### src/rtl/state_sequencer.sv
// Sequencer for the sticky B/D flag pair: clear, set B, confirm, await event, set D, confirm.
// Outputs are registered-state decodes; start->est_b_set 2 cycles, evento->est_d_set 1 cycle; no backpressure.
module state_sequencer #(
  parameter int unsigned TIMEOUT_CYCLES = 50000000,
  parameter int unsigned CNT_W          = 26,
  parameter int unsigned CONFIRM_WAIT   = 2
) (
  input  logic             clk,
  input  logic             reset,
  input  logic             start,
  input  logic             evento,
  input  logic             clear,
  input  logic             out_b,
  input  logic             out_d,
  output logic             est_b_set,
  output logic             est_d_set,
  output logic             reset_e,
  output logic [3:0]       state_o,
  output logic             busy,
  output logic             done,
  output logic             error,
  output logic [CNT_W-1:0] count_o
);

  typedef enum logic [3:0] {
    IDLE    = 4'd0,
    CLR     = 4'd1,
    SET_B   = 4'd2,
    CONF_B  = 4'd3,
    WAIT_EV = 4'd4,
    SET_D   = 4'd5,
    CONF_D  = 4'd6,
    DONE    = 4'd7,
    ERR     = 4'd8
  } state_e;

  localparam logic [CNT_W-1:0] TIMEOUT_LAST = CNT_W'(TIMEOUT_CYCLES - 1);
  localparam logic [CNT_W-1:0] CONFIRM_LAST = CNT_W'(CONFIRM_WAIT - 1);

  state_e           state_q, state_d;
  logic [CNT_W-1:0] cnt_q, cnt_d;
  logic [CNT_W-1:0] cnt_inc;
  // Remembers that the previous edge was an abort, so IDLE can emit the flag-clear pulse.
  logic             abort_q, abort_d;

  assign cnt_inc = (cnt_q == {CNT_W{1'b1}}) ? cnt_q : cnt_q + CNT_W'(1);

  always_ff @(posedge clk or negedge reset) begin
    if (!reset) begin
      state_q <= IDLE;
      cnt_q   <= '0;
      abort_q <= 1'b0;
    end else begin
      state_q <= state_d;
      cnt_q   <= cnt_d;
      abort_q <= abort_d;
    end
  end

  always_comb begin
    state_d = state_q;
    cnt_d   = cnt_q;
    abort_d = 1'b0;
    if (clear && (state_q != IDLE)) begin
      state_d = IDLE;
      cnt_d   = '0;
      abort_d = 1'b1;
    end else begin
      case (state_q)
        IDLE: begin
          if (start) state_d = CLR;
        end
        CLR: state_d = SET_B;
        SET_B: begin
          cnt_d   = '0;
          state_d = CONF_B;
        end
        CONF_B: begin
          if (out_b) begin
            cnt_d   = '0;
            state_d = WAIT_EV;
          end else if (cnt_q >= CONFIRM_LAST) begin
            state_d = ERR;
          end else begin
            cnt_d = cnt_inc;
          end
        end
        WAIT_EV: begin
          // The event wins over a timeout landing on the same edge.
          if (evento) begin
            cnt_d   = cnt_inc;
            state_d = SET_D;
          end else if (cnt_q >= TIMEOUT_LAST) begin
            state_d = ERR;
          end else begin
            cnt_d = cnt_inc;
          end
        end
        SET_D: begin
          cnt_d   = '0;
          state_d = CONF_D;
        end
        CONF_D: begin
          if (out_d) begin
            cnt_d   = '0;
            state_d = DONE;
          end else if (cnt_q >= CONFIRM_LAST) begin
            state_d = ERR;
          end else begin
            cnt_d = cnt_inc;
          end
        end
        DONE: cnt_d = '0;
        ERR: cnt_d = cnt_q;
        default: begin
          state_d = IDLE;
          cnt_d   = '0;
        end
      endcase
    end
  end

  always_comb begin
    est_b_set = (state_q == SET_B);
    est_d_set = (state_q == SET_D);
    reset_e   = (state_q == CLR) || abort_q;
    state_o   = state_q;
    busy      = (state_q != IDLE) && (state_q != DONE) && (state_q != ERR);
    done      = (state_q == DONE);
    error     = (state_q == ERR);
    count_o   = cnt_q;
  end

endmodule
### config.mk
export PLATFORM = sky130hd
export DESIGN_NAME = state_sequencer
export DESIGN_NICKNAME = d
export VERILOG_FILES = /design/src/rtl/state_sequencer.sv
export SDC_FILE = /design/constraint.sdc
export NUM_CORES = 1
export LEC_CHECK = 0
export ABC_AREA = 1
export CAP_MARGIN = 40
export CORE_MARGIN = 2
export CORE_UTILIZATION = 54
export CTS_BUF_LIST = sky130_fd_sc_hd__clkbuf_4
export CTS_CLUSTER_SIZE = 12
export DETAILED_ROUTE_END_ITERATION = 10
export DONT_BUFFER_PORTS = 1
export GPL_TIMING_DRIVEN = 0
export PLACE_DENSITY = 0.68
export SLEW_MARGIN = 15
export SYNTH_ARGS = -nofsm -noshare
export SYNTH_HDL_FRONTEND = slang
export SYNTH_SLANG_ARGS = --single-unit
### constraint.sdc
create_clock -name clk -period 3.16 [get_ports clk]
set_clock_uncertainty 0.1 [all_clocks]
set_input_delay 0 -clock clk [delete_from_list [all_inputs] [get_ports clk]]
set_output_delay 0 -clock clk [all_outputs]
set_load 0.05 [all_outputs]
Word-level counts from Yosys, hierarchy flattened
Index checks and enable logic that the tools add are counted.
{ "word_totals": {"wordCells": 49, "ff_bits": 31, "out_inout_bits": 36, "inputBits": 7} }
{ "classes": {"add_sub_neg": 1, "n_eq_ne": 16, "reduce_logical": 10, "muxes": 17, "magnitude_cmp": 2} }
{ "op_table": {"columns": ["cell", "n"], "rows": [
  ["26-bit two-way mux", 7],
  ["26-bit one-hot mux with 4 select lines", 1],
  ["4-bit one-hot mux with 8 select lines", 1],
  ["4-bit two-way mux", 7],
  ["26-bit by 1-bit adder with 26-bit output, second input constant", 1],
  ["26-bit equality test, second input constant", 1],
  ["26-bit by 1-bit >= comparator with 1-bit output, second input constant", 1],
  ["26-bit >= comparator, second input constant", 1],
  ["4-bit by 3-bit equality test with 1-bit output, second input constant", 4],
  ["4-bit != test, second input constant", 3],
  ["4-bit by 2-bit equality test with 1-bit output, second input constant", 2],
  ["4-bit by 1-bit equality test with 1-bit output, second input constant", 1],
  ["4-bit equality test, second input constant", 1],
  ["4-bit logical NOT", 1],
  ["2-bit by 1-bit != test with 1-bit output, second input constant", 2],
  ["4-bit by 3-bit != test with 1-bit output, second input constant", 1],
  ["4-bit nonzero test", 1],
  ["1-bit logical AND", 3],
  ["3-bit != test, second input constant", 1],
  ["3-bit AND reduction", 1],
  ["3-bit OR reduction", 1],
  ["2-bit AND reduction", 1],
  ["2-bit OR reduction", 1],
  ["1-bit logical OR", 1],
  ["1-bit two-way mux", 1]
]} }

Depth between registers and ports, before layout
{ "logic_depth": {"depth_word": 6, "depth_mapped": 15, "depth_no_buf": 13} }

Least setup slack after synthesis
OpenSTA, ideal clock, no wires.
{ "synth_timing": {"path_type": "reg-to-reg", "from": "register state_q[1] (netlist: state_o[1])", "to": "register state_q[0] (netlist: state_o[0])", "setup_slack_ns": 0.516, "t_arrival_ns": 2.476, "path_buffers": 0, "path_stages_with_launch": 8, "required_time_ns": 2.992, "setup_ns": 0.068, "synth_period_minus_slack_ns": 2.644, "cell_sequence": "dfrtp_1 > nor2_1 > inv_1 > nor3_1 > nor3_1 > nand2_1 > nand3_1 > nand2_1"} }
{ "synth_between": {"elab_chain_cells": 4, "elab_cells_between_ends": 18, "cone_classes": "11 x eq/ne; 2 x mux; 5 x reduce/logical"} }
{ "synth_rtl": {"columns": ["element", "line", "source"], "rows": [
  ["start, declared", "40", "state_e state_q, state_d;"],
  ["start signal, assigned", "54", "state_q <= state_d;"],
  ["4-bit equality test *", null, null],
  ["via error", "21", "output logic error,"],
  ["2-bit OR reduction (no source line) *", null, null],
  ["4-bit one-hot mux with 8 select lines or 2-bit by 1-bit != test with 1-bit output (tied branches)", null, null],
  ["4-bit two-way mux or 3-bit AND reduction (tied branches)", null, null]
]} }
Mark *: on every way through the listed nets, which the timed path passes. The rest lies on a longest branch.
A chain may end at the register's enable or synchronous reset.

Worst setup path in the final report
{ "layout_timing": {"from": "register state_q[3] (netlist: state_o[3])", "to": "register state_q[2] (netlist: state_o[2])"} }
{ "layout_between": {"elab_chain_cells": 4, "elab_cells_between_ends": 18, "cone_classes": "11 x eq/ne; 2 x mux; 5 x reduce/logical"} }
{ "layout_rtl": {"columns": ["element", "line", "source"], "rows": [
  ["4-bit by 3-bit equality test with 1-bit output (tied with other cells)", "69", "case (state_q)"],
  ["2-bit OR reduction (no source line) or 1-bit logical AND (tied branches)", null, null],
  ["4-bit one-hot mux with 8 select lines (tied with other cells)", "69", null],
  ["4-bit two-way mux or 3-bit AND reduction (tied branches)", null, null]
]} }
Several ways; a longest one is shown, not always the timed one.

==> impl_summary.log <==
[metrics] critical path, cell by cell: inv_1 -> nand2_2 -> nor2_1 -> buf_2 -> a211oi_2 -> nand2_1 -> dlygate4sd3_1 -> o21ai_0 -> nand2_1 -> dlygate4sd3_1
[metrics] std cell rows: 27
[metrics] vias post-DR: 3725
[metrics] wire length of the first global-routing pass: 16900 um
[metrics] Synthesized Nets: 561
[metrics] maximum operating frequency: 336 MHz
[metrics] power density over the cells: 521 nW/um^2
[metrics] count of nets left with antenna violations after detail routing: 0
[metrics] synthesis-to-layout area growth: 9.11%
[metrics] Most used DFF post-synth: sky130_fd_sc_hd__dfrtp_1
[metrics] DR iter-0 viols: 268
[metrics] switching fraction of total power: 56.1%
[metrics] worst setup path category: flop to flop
[metrics] fraction of final layout cells with drive strength greater than 1: 12.4%
[metrics] worst-case vdd ir drop: 650 uV
[metrics] ys async rst share: 100%
[metrics] final global-route overflow total: 0
[metrics] CP Data Arrival Time: 3.12 ns
[metrics] worst r2r src: state_o[3]$_DFFE_PN0P_
[metrics] average cell area after synthesis: 5.78 um^2
[metrics] per-cell via count in the routed design: 5.78
[metrics] Critical Path Max Stage Delay: 0.57 ns
[metrics] top-level I/O count: 43
[metrics] Max transition margin: 37.5%
[metrics] First-pass DRT Iterations: 5
[metrics] Routability Congestion: approximately 0.92
[metrics] Cell Count, Final, Fillers Out: between 600 and 700
[metrics] vias in the first global route: 3479
[metrics] largest family of logic cells by synthesized area: simple AND/OR/NAND/NOR gates
[metrics] Die W: 80.8 um
[metrics] Post-Syn Instances: 551
[metrics] maximum root-to-sink buffer count: 2
[metrics] DRC viols: 0
[metrics] TritonCTS buffer count: 5
[metrics] status: finished clean
[metrics] depth of the worst register-to-register path: 10
[metrics] number of enable-type register cells in the synthesized netlist: 0
[metrics] total of flip-flops plus latches after synthesis: 31
[metrics] placeable core area: about 5600 um^2
[metrics] cell with the largest stage delay on the worst path: sky130_fd_sc_hd__dfrtp_2
[metrics] Final min period: between 2 and 3 ns
[metrics] clock group share of total power: roughly an eighth
[metrics] switching component of the power: 0.00102 W
[metrics] die area: roughly 6500 um^2
[metrics] port bufs: 0
[metrics] post-synthesis compound-gate area fraction: 3.77%
[metrics] category of the worst setup path capture point: flop
[metrics] required arrival time at the worst endpoint: 3.30 ns
[metrics] fraction of the cycle the final worst path needs: 94.2%
[metrics] mean routed wirelength per cell: 16.4 um
[metrics] TritonCTS clock tree: done
[metrics] clock latency reported for the late side of the worst-skew pair: 0.35 ns
[metrics] number of warning messages in the yosys log: 0
[metrics] internal power summed over all cells: 0.000794 W
[metrics] initial antenna violation count: 0
[metrics] Final setup violation count: 0
[metrics] final core area utilization: about three fifths
[metrics] setup slack on the worst flop-to-flop path: 0.18 ns
[metrics] post-synthesis share of cell area spent on and, or, nand and nor gates: 56.9%
[metrics] die span in y: 80.8 um
[metrics] adder and majority cell fraction of the synthesized area: 1.18%
[metrics] worst slack at placement: 0.496 ns
[metrics] count of max-cap constraint violations: 0
[metrics] Fin. Hold Viols: 0
[metrics] Netlist cell types: 32
[metrics] Leakage: 1.77 nW
[metrics] Hold EP: count_o[18]$_DFFE_PN0P_
[metrics] final number of max-transition violations: 0
[metrics] starting density of the core: around 57%
[metrics] Detailed Route WL: 10600 um
[metrics] startpoint of the most critical hold path: out_d
[metrics] post-CTS setup-driven buffer insertion count: 0
[metrics] crit path launch: state_o[3]$_DFFE_PN0P_
[metrics] crit path launch type: flop
[metrics] H-tree depth: 2
[metrics] Worst-path clk slew: between 0.1 and 0.15 ns
[metrics] final worst setup slack: 0.184 ns
[metrics] Seq pwr share: 30.9%
[metrics] multiplexer share of the synthesized area: 0%
[metrics] CTS root buffer: sky130_fd_sc_hd__clkbuf_4
[metrics] worst-path maximum fanout: 10
[metrics] number of sinks on the clock net: 31
[metrics] Hold Crit Class: input port to flop
[metrics] capture instance of the worst register-to-register path: state_o[2]$_DFFE_PN0P_
[metrics] detailed placer's ending HPWL: 7940 um
[metrics] combined global-route utilization of all metal layers: 34.1%
[metrics] cell count of the worst hold path: 5
[metrics] net count of the finished layout: approximately 580
[metrics] parity-gate share of the synthesized area counting xor and xnor cells: 2.47%
[metrics] combinational group share of total power: 56.3%
[metrics] total negative slack: 0 ns
[metrics] Design Power: roughly 0.0018 W
[metrics] Post-Synthesis Cell Area: ~3200 um^2
[metrics] pin count of the biggest net entering global routing: 32
[metrics] worst slew pin tran: 0.933 ns
[metrics] number of antenna repair diodes: 0
[metrics] Placed Cells: 628
[metrics] sequential element share of the synthesized area: 24.4%
==> registers in the layout (all words and copies together) (netlist names) <==
| register | cells |
|---|---|
| count_o | 26 |
| abort_q | 1 |
| state_o | 4 |
==> power by group through the flow <==
stage	Clock [W]	Sequential (W)	Combinational (W)
finish	0.000231	0.000560	0.00102
global route	0.000244	0.000565	0.00111
CTS	0.000234	0.000554	0.000992
detailed placement	0	0.000562	0.000949
global placement	0	0.000561	0.000920
floorplan	0	0.000550	0.000710
==> per-layer routing <==
layer | vias up | GRT usage, % | part of all wire (%)
met5 | - | 0 | 0
met4 | 0 | 16.3 | 4.2
met3 | 35 | 5.44 | 6.7
met2 | 172 | 54.5 | 45
met1 | 1699 | 45.1 | 44
li1 | 1819 | - | -
==> how the worst max path moves through the flow <==
stage,endpoint,slack [ns],depth (start not counted)
after global routing,state_o[2]$_DFFE_PN0P_,-0.004,10
after CTS,state_o[2]$_DFFE_PN0P_,0.03,10
after floorplan,state_o[0]$_DFFE_PN0P_,0.52,7
final,state_o[2]$_DFFE_PN0P_,0.18,10
after detailed placement,count_o[19]$_DFFE_PN0P_,0.50,12
after global placement,state_o[0]$_DFFE_PN0P_,0.34,7
==> stage by stage <==
step           hold WS [ns]  area [um^2]
2_1_floorplan        -0.396         3190
3_3_place_gp         -0.395         3280
3_5_place_dp         -0.395         3310
4_1_cts              0.0210         3460
5_1_grt              0.0527         3480
6_report             0.0395         3480
==> layout make-up <==
| class | count | area, um^2 |
|---|---|---|
| Tap cell | 72 | 90.1 |
| Buffer | 32 | 196 |
| Fill cell | 591 | 2130 |
| Multi-Input combinational cell | 444 | 2060 |
| Sequential cell | 31 | 781 |
| Timing Repair Buffer | 15 | 134 |
| Inverter | 44 | 165 |
| Clock inverter | 2 | 8.76 |
| Clock buffer | 5 | 37.5 |
==> cell families after synthesis <==
kind of cell | after synthesis
simple gates | 410
compound gates | 22
flops | 31
buf+inv | 76
fa+ha+maj | 3
xor+xnor | 9
==> cells in the mapped netlist, drive strengths merged (5+ instances only) <==
library cell	instances	share of area, %
buf	27	5.5
nand2	194	23
a21oi	5	0.90
clkbuf	5	0.63
nand3b	6	1.4
xor2	7	1.9
nor2	82	10
o21ai	14	2.2
dfrtp	31	24
nand4	13	3.0
nand3	105	17
nor3	7	1.1
inv	41	4.8
==> cell usage in the layout, fill, tap and decap left out, drive strengths merged, types with 2 or more instances in the layout <==
cell type	instances
xnor2	2
nand2	194
or2	2
buf	33
xor2	7
clkinv	5
nor2	82
dlygate4sd3	8
nand4	13
nand3b	6
o21ai	14
clkbuf	11
a21oi	5
inv	41
ha	3
dfrtp	31
nor3	7
nand3	105
==> worst max-delay path, delay by kind of cell (launching register included) <==
| family | cells | cell delay [ns] |
|---|---|---|
| buf+inv | 4 | 1.49 |
| flops | 1 | 0.57 |
| compound gates | 2 | 0.37 |
| simple gates | 4 | 0.36 |
==> what timing repair did <==
item,CTS,global route
setup endpoints to repair,0,1
resized for setup,0,7
hold buffers,9,0
endpoints found under the hold margin,41,0
No activity file was read; power rests on OpenSTA's default activity.
